===== config.mk =====
export PLATFORM = sky130hd
export DESIGN_NAME = stutter_gen
export DESIGN_NICKNAME = d
export VERILOG_FILES = /design/src/rtl/stutter_gen.sv
export SDC_FILE = /design/constraint.sdc
export NUM_CORES = 1
export LEC_CHECK = 0
export CORE_ASPECT_RATIO = 0.9
export CORE_MARGIN = 2
export CORE_UTILIZATION = 54
export DETAILED_ROUTE_END_ITERATION = 10
export PLACE_DENSITY_LB_ADDON = 0.2
export SKIP_CTS_REPAIR_TIMING = 1
export SYNTH_ARGS = -nofsm -noshare
export SYNTH_HDL_FRONTEND = slang
export SYNTH_SLANG_ARGS = --single-unit

===== constraint.sdc =====
create_clock -name clk -period 5.6 [get_ports clk]
set_input_delay 1.4 -clock clk [delete_from_list [all_inputs] [get_ports clk]]
set_output_delay 1.4 -clock clk [all_outputs]
set_load 0.02 [all_outputs]

===== src/rtl/stutter_gen.sv =====
// ----------------------------------------------------------------------------
// stutter_gen
// Programmable tick generator. Counts enabled clock cycles from 0 up to a
// captured terminal value and emits a one-cycle tick on each wrap. It can run
// periodically or as a one-shot. A second-stage counter counts ticks, and cy
// pulses together with the tick that wraps that counter.
//
// Parameters
//   WIDTH     width of the cycle counter and of period
//   CNT_W     width of the tick counter
// Ports
//   clk       system clock, rising edge
//   reset     asynchronous active-low reset
//   en        count enable (count holds while low in RUN)
//   start     launch request, honoured only in IDLE
//   stop      synchronous abort to IDLE, wins over start and wrap
//   mode      0 = periodic, 1 = one-shot, captured when start is accepted
//   period    terminal count P; tick interval is P+1 enabled cycles
//   tick      registered one-cycle pulse at each wrap
//   cy        registered pulse with the tick that wraps tick_cnt
//   busy      high while in RUN
//   count     current cycle count
//   tick_cnt  ticks since start, modulo 2^CNT_W
// ----------------------------------------------------------------------------
module stutter_gen #(
  parameter int WIDTH = 16,
  parameter int CNT_W = 4
) (
  input  logic             clk,
  input  logic             reset,
  input  logic             en,
  input  logic             start,
  input  logic             stop,
  input  logic             mode,
  input  logic [WIDTH-1:0] period,
  output logic             tick,
  output logic             cy,
  output logic             busy,
  output logic [WIDTH-1:0] count,
  output logic [CNT_W-1:0] tick_cnt
);

  typedef enum logic {
    ST_IDLE = 1'b0,
    ST_RUN  = 1'b1
  } state_t;

  state_t             r_state;
  state_t             w_state_nxt;

  logic [WIDTH-1:0]   r_count;
  logic [WIDTH-1:0]   w_count_nxt;
  logic [CNT_W-1:0]   r_tick_cnt;
  logic [CNT_W-1:0]   w_tick_cnt_nxt;
  logic               r_tick;
  logic               w_tick_nxt;
  logic               r_cy;
  logic               w_cy_nxt;
  logic               r_busy;
  logic               w_busy_nxt;
  logic [WIDTH-1:0]   r_period_q;
  logic [WIDTH-1:0]   w_period_q_nxt;
  logic               r_mode_q;
  logic               w_mode_q_nxt;

  // State register.
  always_ff @(posedge clk or negedge reset) begin
    if (!reset) begin
      r_state <= ST_IDLE;
    end else begin
      r_state <= w_state_nxt;
    end
  end

  // Datapath and output registers; every output comes straight from a flop.
  always_ff @(posedge clk or negedge reset) begin
    if (!reset) begin
      r_count    <= '0;
      r_tick_cnt <= '0;
      r_tick     <= 1'b0;
      r_cy       <= 1'b0;
      r_busy     <= 1'b0;
      r_period_q <= '1;
      r_mode_q   <= 1'b0;
    end else begin
      r_count    <= w_count_nxt;
      r_tick_cnt <= w_tick_cnt_nxt;
      r_tick     <= w_tick_nxt;
      r_cy       <= w_cy_nxt;
      r_busy     <= w_busy_nxt;
      r_period_q <= w_period_q_nxt;
      r_mode_q   <= w_mode_q_nxt;
    end
  end

  // Next-state and next-value logic. tick/cy default low so they only
  // survive on a wrap edge; stop is checked first so it overrides start/wrap.
  always_comb begin
    w_state_nxt    = r_state;
    w_count_nxt    = r_count;
    w_tick_cnt_nxt = r_tick_cnt;
    w_tick_nxt     = 1'b0;
    w_cy_nxt       = 1'b0;
    w_period_q_nxt = r_period_q;
    w_mode_q_nxt   = r_mode_q;

    if (stop) begin
      w_state_nxt    = ST_IDLE;
      w_count_nxt    = '0;
      w_tick_cnt_nxt = '0;
    end else begin
      case (r_state)
        ST_IDLE: begin
          w_count_nxt    = '0;
          w_tick_cnt_nxt = '0;
          // Track period continuously so the value present at start is used.
          w_period_q_nxt = period;
          if (start) begin
            w_state_nxt  = ST_RUN;
            w_mode_q_nxt = mode;
          end else begin
            w_state_nxt  = ST_IDLE;
          end
        end
        ST_RUN: begin
          if (en) begin
            if (r_count != r_period_q) begin
              w_count_nxt = r_count + WIDTH'(1);
            end else begin
              w_count_nxt    = '0;
              w_tick_nxt     = 1'b1;
              w_tick_cnt_nxt = r_tick_cnt + CNT_W'(1);
              w_cy_nxt       = &r_tick_cnt;
              // New period only takes effect at a wrap, keeping intervals clean.
              w_period_q_nxt = period;
              if (r_mode_q) begin
                w_state_nxt = ST_IDLE;
              end else begin
                w_state_nxt = ST_RUN;
              end
            end
          end else begin
            w_count_nxt = r_count;
          end
        end
        default: begin
          w_state_nxt    = ST_IDLE;
          w_count_nxt    = '0;
          w_tick_cnt_nxt = '0;
        end
      endcase
    end

    w_busy_nxt = (w_state_nxt == ST_RUN);
  end

  assign tick     = r_tick;
  assign cy       = r_cy;
  assign busy     = r_busy;
  assign count    = r_count;
  assign tick_cnt = r_tick_cnt;

endmodule


### Word level (Yosys, flattened, before mapping)

Index checks and enable logic that the tools add are counted.

| storage, ports and cells | value |
|---|---|
| word-level logic and storage cells | 45 |
| output and inout bits | 23 |
| register bits | 40 |
| input bits | 22 |

| operators by class | value |
|---|---|
| equal/unequal tests | 5 |
| bitwise gates (word level) | 2 |
| add/sub/neg operators | 2 |
| mux-type cells | 25 |
| reductions and logical operators | 4 |

Operator list:

| cell | number |
|---|---|
| 16-bit 2-to-1 mux | 5 |
| 16-bit case mux with 2 select lines | 2 |
| 16-bit by 1-bit adder with 16-bit output (second input constant) | 1 |
| 16-bit != test | 1 |
| 1-bit 2-to-1 mux | 13 |
| 4-bit 2-to-1 mux | 3 |
| 4-bit case mux with 2 select lines | 1 |
| 3-bit != test (second input constant) | 2 |
| 3-bit AND reduction | 2 |
| 4-bit by 1-bit adder with 4-bit output (second input constant) | 1 |
| 2-bit != test (second input constant) | 2 |
| 4-bit AND reduction | 1 |
| 1-bit inverter | 2 |
| 1-bit case mux with 2 select lines | 1 |
| 2-bit AND reduction | 1 |

### Longest topological paths before layout

Gate-level depths: netlist of run 1.

| depth | value |
|---|---|
| word-level depth | 5 |
| depth in mapped cells | 7 |
| gate-level depth less buffers | 5 |

### Worst setup path after synthesis of run 1

OpenSTA, ideal clock, no wires.

| timing path | value |
|---|---|
| kind | input to register |
| start point | input port en |
| end point | register r_period_q[10] |
| required time | 5.517 ns |
| path buffers | 3 |
| arrival | 2.560 ns |
| path slack | 2.956 ns |
| library setup time | 0.083 ns |
| cell stages on the path | 7 |
| cells stage by stage | buf_2 -> inv_1 -> clkbuf_1 -> a21oi_1 -> o21ai_4 -> buf_6 -> a221o_1 |

| on the way | value |
|---|---|
| longest elaborated chain between the ends | 2 |

RTL lines:

| item | RTL line | RTL |
|---|---|---|
| from (decl) | 31 | `input logic en,` |
| 2-bit != test (no source line) | - |  |
| 3-bit AND reduction (no source line) | - |  |
| to (signal assigned) | 91 | `r_period_q <= w_period_q_nxt;` |
| to (decl) | 61 | `logic [WIDTH-1:0] r_period_q;` |

No other way between the ends.
A chain may end at the register's enable or synchronous reset.

### Final worst setup path of run 1

| timing path | value |
|---|---|
| start point | input port en |
| end point | register r_period_q[7] |

Same word-level chain as after synthesis.

==> summary.md, run 1 <==
| Metric | Value |
|---|---|
| Run status | complete, no violations |
| Drt first pass iters | 4 |
| CP endpoint kind | register |
| Period minus WS final | 3.16 ns |
| CTS tree | done |
| Grt ovf | 0 |
| Crit-path leading delay family | simple AND/OR/NAND/NOR gates |
| Synth top area cells | sky130_fd_sc_hd__dfrtp_1 (29%), sky130_fd_sc_hd__dfstp_2 (20%), sky130_fd_sc_hd__a221o_1 (7.6%), sky130_fd_sc_hd__xor2_1 (7.1%), sky130_fd_sc_hd__and3_1 (5.1%) |
| Top cell type's share of synthesized area | 0.285 |
| Nets | 269 |
| Slew @ Worst Pin | between 1 and 1.5 ns |
| Setup-failing EPs final | 0 |
| Total Neg Setup Slack | 0 ns |
| Classification of the worst-slack hold path | register to register |
| Starting utilization of the core area | 0.564 |
| Number of enable-type register cells in the synthesized netlist | 0 |
| Number of buffers between clock root and the deepest sink | 2 |
| Floorplan die width | between 60 and 70 um |
| Peak per-stage delay on the critical path | 0.71 ns |
| Internal Power | 0.000475 W |
| Critical path class | primary input to register |
| Post-Place Cells | around 280 |
| Pin count of the biggest net entering global routing | 41 |
| Synth Instances | 205 |
| Final setup skew | 0.00719 ns |
| Most numerous cell in the Yosys netlist | sky130_fd_sc_hd__nor2_1 |
| Finished Layout Cells | 292 |
| Syn_nets | 229 |
| Power density relative to cell area | about 240 nW/um^2 |
| Clk Latency, worst-skew pair | 0.30 ns |
| Share of flip-flops with an asynchronous set or reset after synthesis | 1.00 |
| Part of the total power dissipated in sequential elements | 0.536 |
| Number of register bits inferred by synthesis | 40 |
| Number of global-route vias before repair | 1548 |
| Area added between synthesis and finish | 25.4% |
| Inserted Clock Buffers | 5 |
| Switching portion of total power | 0.247 |
| First-pass GRT wire length | 7830 um |
| Sw power | 0.000156 W |
| Number of placed I/O pins | 45 |
| Average cell area after synthesis | 10.3 um^2 |
| Placeable Area | 3730 um^2 |
| Arrival time reported for the critical path endpoint | 3.39 ns |
| CTS H-Tree Depth | 2 |
| Post-CTS clock slew at the launch and capture registers of the worst setup and hold paths | 0.08 ns |
| Leakage power total | roughly 1.1 nW |
| Top cell type by total area after synthesis | sky130_fd_sc_hd__dfrtp_1 |
| RD Place Congestion | 0.774 |
| Number of maximum-capacitance constraint violations | 0 |
| Overall power after layout | 0.000631 W |
| Crit path buffers/inverters | 2 |
| DRC errors left | 0 |
| Timing-limited maximum frequency | 317 MHz |
| PnR worst setup slack | between 2 and 2.5 ns |
| Required time of the worst setup path | 5.84 ns |
| Proportion of synthesized chip area in sequential cells | 0.485 |
| Synth Flop Type | sky130_fd_sc_hd__dfrtp_1 |
| Clk sinks | 40 |
| Clock Power Share | 0.338 |
| RSZ-0062 raised after global routing | false |
| Maximum fanout along the worst path | 16 |
| Slew margin rel. | 0.162 |
| Iter 0 DRT Violations | 109 |
| Dpl hpwl | 3200 um |
| IR Drop Worst-Case VDD | between 100 and 150 uV |
| Final Cycle Share | 0.564 |
| Final number of hold-violating endpoints | 0 |
| Die Y-Extent | 63.2 um |
| Routed vias/inst | a little under 6 |
| Synthesized cell area | about 2100 um^2 |
| WL final | 4740 um |
| Pins over their slew limit | 0 |
| Antenna violations before repair | 0 |
| Number of warning messages in the yosys log | 0 |
| GRT Overall Usage | 0.226 |
| Cell at the root of the clock tree | sky130_fd_sc_hd__clkbuf_8 |
| Unique masters post-synth | 35 |
| Inserted Diodes | 0 |
| Number of antenna-violating nets in the routed design | 0 |
| Slowest stage cell on the critical path | sky130_fd_sc_hd__nor2_1 |
| Critical Path, Cell by Cell | clkdlybuf4s50_1 -> inv_1 -> nor2_1 -> and3_1 -> a221o_1 |
| Via count of the routed design | 1684 |
| Row count | 21 |
| Most frequent cells after synthesis | sky130_fd_sc_hd__nor2_1 (26), sky130_fd_sc_hd__dfrtp_1 (24), sky130_fd_sc_hd__and3_1 (17), sky130_fd_sc_hd__xor2_1 (17) |
| Die Area | 4420 um^2 |
| Min Hold Slack | ~0.49 ns |
| Buffers added on ports | 44 |
| Critical Path Source Type | primary input |
| Gate power share | 0.126 |
| Share of layout cells above drive strength 1 | 0.126 |
| Average detailed-routed wire length per instance | 16.2 um |
| Setup Slack @ Placement | 2.10 ns |
[sequential cells by signal (all words and copies together) (netlist names)]
signal and flops:
count 16, r_period_q 16, tick_cnt 4, busy 1, cy 1, r_mode_q 1, tick 1
[power by group through the flow]
stage                     clock [W]  sequential [W]  combinational [W]
final                      0.000213        0.000338          0.0000793
after global placement            0        0.000342          0.0000780
after detailed placement          0        0.000341          0.0000804
after global routing       0.000228        0.000340          0.0000866
after CTS                  0.000216        0.000337          0.0000803
after floorplan                   0        0.000339          0.0000488
[cell families (layout without fill, tap and decap cells)]
family	after synthesis	count (layout)	synth area share
compound gates	34	34	0.134
xor+xnor	29	29	0.121
fa+ha+maj	2	2	0.0119
buf+inv	17	58	0.0386
flops	40	40	0.485
mux	1	1	0.00535
simple gates	82	82	0.205
[layout make-up]
type	instances	area [um^2]
Fill cell	297	1090
Sequential cell	40	1020
Timing Repair Buffer	44	435
Multi-Input combinational cell	148	1000
Inverter	6	22.5
Clock buffer	8	100
Tap cell	46	57.6
[stage by stage]
| stage | instance area, um^2 | utilization |
|---|---|---|
| floorplan | 2110 | - |
| global placement | 2540 | 0.681 |
| detailed placement | 2540 | 0.681 |
| CTS | 2640 | 0.708 |
| global route | 2640 | 0.708 |
| finish | 2640 | 0.708 |
[layer usage]
layer  vias up  GRT usage  part of all wire
li1        817          -                 -
met1       807      0.334              0.48
met2        55      0.332              0.44
met3         5     0.0672             0.067
met4         0     0.0457            0.0072
met5         -          0                 0
[cell usage in the layout, fill, tap and decap left out, types with 7 or more instances in the layout]
| master | instances |
|---|---|
| sky130_fd_sc_hd__dfstp_2 | 16 |
| sky130_fd_sc_hd__dfrtp_1 | 24 |
| sky130_fd_sc_hd__nor3_1 | 7 |
| sky130_fd_sc_hd__nand2_1 | 13 |
| sky130_fd_sc_hd__xnor2_1 | 12 |
| sky130_fd_sc_hd__a21oi_1 | 7 |
| sky130_fd_sc_hd__and3_1 | 17 |
| sky130_fd_sc_hd__clkbuf_8 | 7 |
| sky130_fd_sc_hd__xor2_1 | 17 |
| sky130_fd_sc_hd__clkdlybuf4s50_1 | 43 |
| sky130_fd_sc_hd__a221o_1 | 16 |
| sky130_fd_sc_hd__nor2_1 | 26 |
[worst paths after layout]
check	startpoint	cells past startpoint	endpoint	slack, ns
max in group asynchronous	reset	1	count[10]	3.85
setup / recovery	en	5	r_period_q[7]	2.44
hold reg to reg	r_mode_q	1	busy	0.49
hold / removal	r_mode_q	1	busy	0.49
min in group asynchronous	reset	1	busy	1.21
setup reg to reg	count[9]	5	count[5]	3.11
Power figures use the tool's default switching activity.
==> run 2, diff against run 1 <==
--- a/config.mk
+++ b/config.mk
@@ -7,7 +7,7 @@
 export LEC_CHECK = 0
 export CORE_ASPECT_RATIO = 0.9
 export CORE_MARGIN = 2
-export CORE_UTILIZATION = 54
+export CORE_UTILIZATION = 50
 export DETAILED_ROUTE_END_ITERATION = 10
 export PLACE_DENSITY_LB_ADDON = 0.2
 export SKIP_CTS_REPAIR_TIMING = 1
==> constraint.sdc (replaced) <==
create_clock -name clk -period 3.3 [get_ports clk]
set_input_delay 0.825 -clock clk [delete_from_list [all_inputs] [get_ports clk]]
set_output_delay 0.825 -clock clk [all_outputs]
set_load 0.02 [all_outputs]
==> run 2 against run 1 <==
Net effect: global-route usage shrank 1.1 points; final cell count is 2.1% higher; via count fell by 0.18%; critical path type unchanged; largest cell class unchanged.
==> summary.md, run 2 (synthesis gave the netlist of run 1 again) <==
| Metric | Value |
|---|---|
| Slew @ Worst Pin | 1.00 ns (-0.253 ns) |
| Pin count of the biggest net entering global routing | 41 (unchanged) |
| Critical Path Source Type | primary input |
| Dpl hpwl | 3280 um (+2.4%) |
| Starting utilization of the core area | 0.517 (-0.0475) |
| Number of antenna-violating nets in the routed design | 0 (unchanged) |
| Floorplan die width | 72.4 um (+3.7%) |
| WL final | 4470 um (-5.6%) |
| CTS tree | done |
| Nets | 273 (+1.5%) |
| Total Neg Setup Slack | 0 ns (unchanged) |
| Die Y-Extent | 65.6 um (+3.7%) |
| Arrival time reported for the critical path endpoint | 2.58 ns (-0.81 ns) |
| First-pass GRT wire length | 7870 um (+0.45%) |
| Run status | complete, no violations |
| PnR worst setup slack | 0.887 ns (-1.56 ns) |
| Number of maximum-capacitance constraint violations | 0 (unchanged) |
| Commonest cells after routing, fill and taps aside | sky130_fd_sc_hd__clkdlybuf4s50_1 (43), sky130_fd_sc_hd__nor2_1 (26), sky130_fd_sc_hd__dfrtp_1 (24), sky130_fd_sc_hd__xor2_1 (17), sky130_fd_sc_hd__and3_1 (17) |
| GRT Overall Usage | 0.215 (-0.0108) |
| Number of global-route vias before repair | 1609 (+3.9%) |
| Area occupied by registers | 1020 um^2 (unchanged) |
| Area added between synthesis and finish | 26.9% |
| Slew margin rel. | 0.331 (+0.169) |
| Setup-failing EPs final | 0 (unchanged) |
| Area taken by multi-input logic gates | 1000 um^2 (unchanged) |
| Antenna violations before repair | 0 (unchanged) |
| Period minus WS final | 2.41 ns |
| Pins over their slew limit | 0 (unchanged) |
| Fill cell count | 340 (+14%) |
| Clk sinks | 40 (unchanged) |
| Inserted Diodes | 0 (unchanged) |
| Routed vias/inst | 5.64 (-2.2%) |
| Placeable Area | 4070 um^2 (+9.2%) |
| Post-CTS clock slew at the launch and capture registers of the worst setup and hold paths | 0.07 ns (about the same) |
| Leakage power total | 1.13 nW (+1.7%) |
| Final number of hold-violating endpoints | 0 (unchanged) |
| Clk Latency, worst-skew pair | 0.28 ns (-0.02 ns) |
| Classification of the worst-slack hold path | register to register |
| Setup Slack @ Placement | 0.560 ns (-1.54 ns) |
| Required time of the worst setup path | 3.47 ns (-2.37 ns) |
| Power density relative to cell area | 395 nW/um^2 (+65%) |
| Average detailed-routed wire length per instance | 15.0 um (-7.5%) |
| Timing-limited maximum frequency | 414 MHz |
| IR Drop Worst-Case VDD | 231 uV (+66%) |
| Inserted Clock Buffers | 5 (unchanged) |
| Final setup skew | 0.00516 ns (-0.00203 ns) |
| Number of placed I/O pins | 45 (unchanged) |
| RD Place Congestion | 0.772 (-0.28%) |
| Grt ovf | 0 (unchanged) |
| Via count of the routed design | 1681 (-0.18%) |
| DRC errors left | 0 (unchanged) |
| CP endpoint kind | register |
| Critical path class | primary input to register |
| Iter 0 DRT Violations | 104 (-4.6%) |
| Die Area | 4750 um^2 (+7.5%) |
| Final Cycle Share | 0.731 |
| Cell at the root of the clock tree | sky130_fd_sc_hd__clkbuf_8 |
| Drt first pass iters | 4 (unchanged) |
| Buffers added on ports | 44 (unchanged) |
| Number of buffers between clock root and the deepest sink | 2 (unchanged) |
| Maximum fanout along the worst path | 7 (-9) |
| CTS H-Tree Depth | 2 (unchanged) |
| Commonest non-fill, non-tap cell in the layout | sky130_fd_sc_hd__clkdlybuf4s50_1 |
| Share of layout cells above drive strength 1 | 0.140 (+0.0140) |
| Row count | 22 (+4.8%) |
| RSZ-0062 raised after global routing | false |
## run 2: cell types whose count changed in the layout (fill, tap and decap cells not counted)
cell	change
sky130_fd_sc_hd__buf_4	+4
## run 2: routing by layer
metal | wire length, um | vias to the layer above | global-route usage
met5 | 0 | - | 0
met4 | 48 | 0 | 0.0625
met3 | 189 | 7 | 0.0399
met2 | 2120 | 41 | 0.346
met1 | 2120 | 812 | 0.297
li1 | - | 821 | -
## run 2: critical path: stages
cell and delay (ns):
sky130_fd_sc_hd__clkdlybuf4s50_1 0.55, sky130_fd_sc_hd__nand2b_1 0.23, sky130_fd_sc_hd__o2111ai_1 0.35, sky130_fd_sc_hd__nor4_2 0.40, sky130_fd_sc_hd__xnor2_1 0.16, sky130_fd_sc_hd__nor2_1 0.06
## run 2: path summary, 6_finish.rpt
| path | cells after the start | from | slack [ns] | endpoint |
|---|---|---|---|---|
| max | 6 | stop | 0.89 | count[15] |
| min | 1 | r_mode_q | 0.49 | busy |
| max reg2reg | 6 | count[5] | 1.22 | r_period_q[9] |
| max in group asynchronous | 1 | reset | 2.12 | busy |
| min reg2reg | 1 | r_mode_q | 0.49 | busy |
| min in group asynchronous | 1 | reset | 0.65 | count[10] |
## run 2: power breakdown
part | leakage, nW | switching, W | internal, W
clock network | 0.0515 | 0.000155 | 0.000191
logic | 0.584 | 0.0000635 | 0.0000713
registers | 0.499 | 0.0000299 | 0.000546
## run 2: area by class of cell
type	instances	share of cell area
inverters	6	0.00843
repair buffers	48	0.174
flip-flops and latches	40	0.382
clock buffers	8	0.0375
multi-input cells	148	0.375
well taps	48	0.0225
## run 2: stage by stage
stage	instance area (um^2)	utilization	total power (W)	std cells	hold WS (ns)
2_1_floorplan	2110	-	0.000657	205	0.431
3_3_place_gp	2570	0.631	0.000716	290	0.467
3_5_place_dp	2570	0.631	0.000721	290	0.477
4_1_cts	2670	0.656	0.00107	298	0.487
5_1_grt	2670	0.656	0.00111	298	0.528
6_report	2670	0.656	0.00106	298	0.488
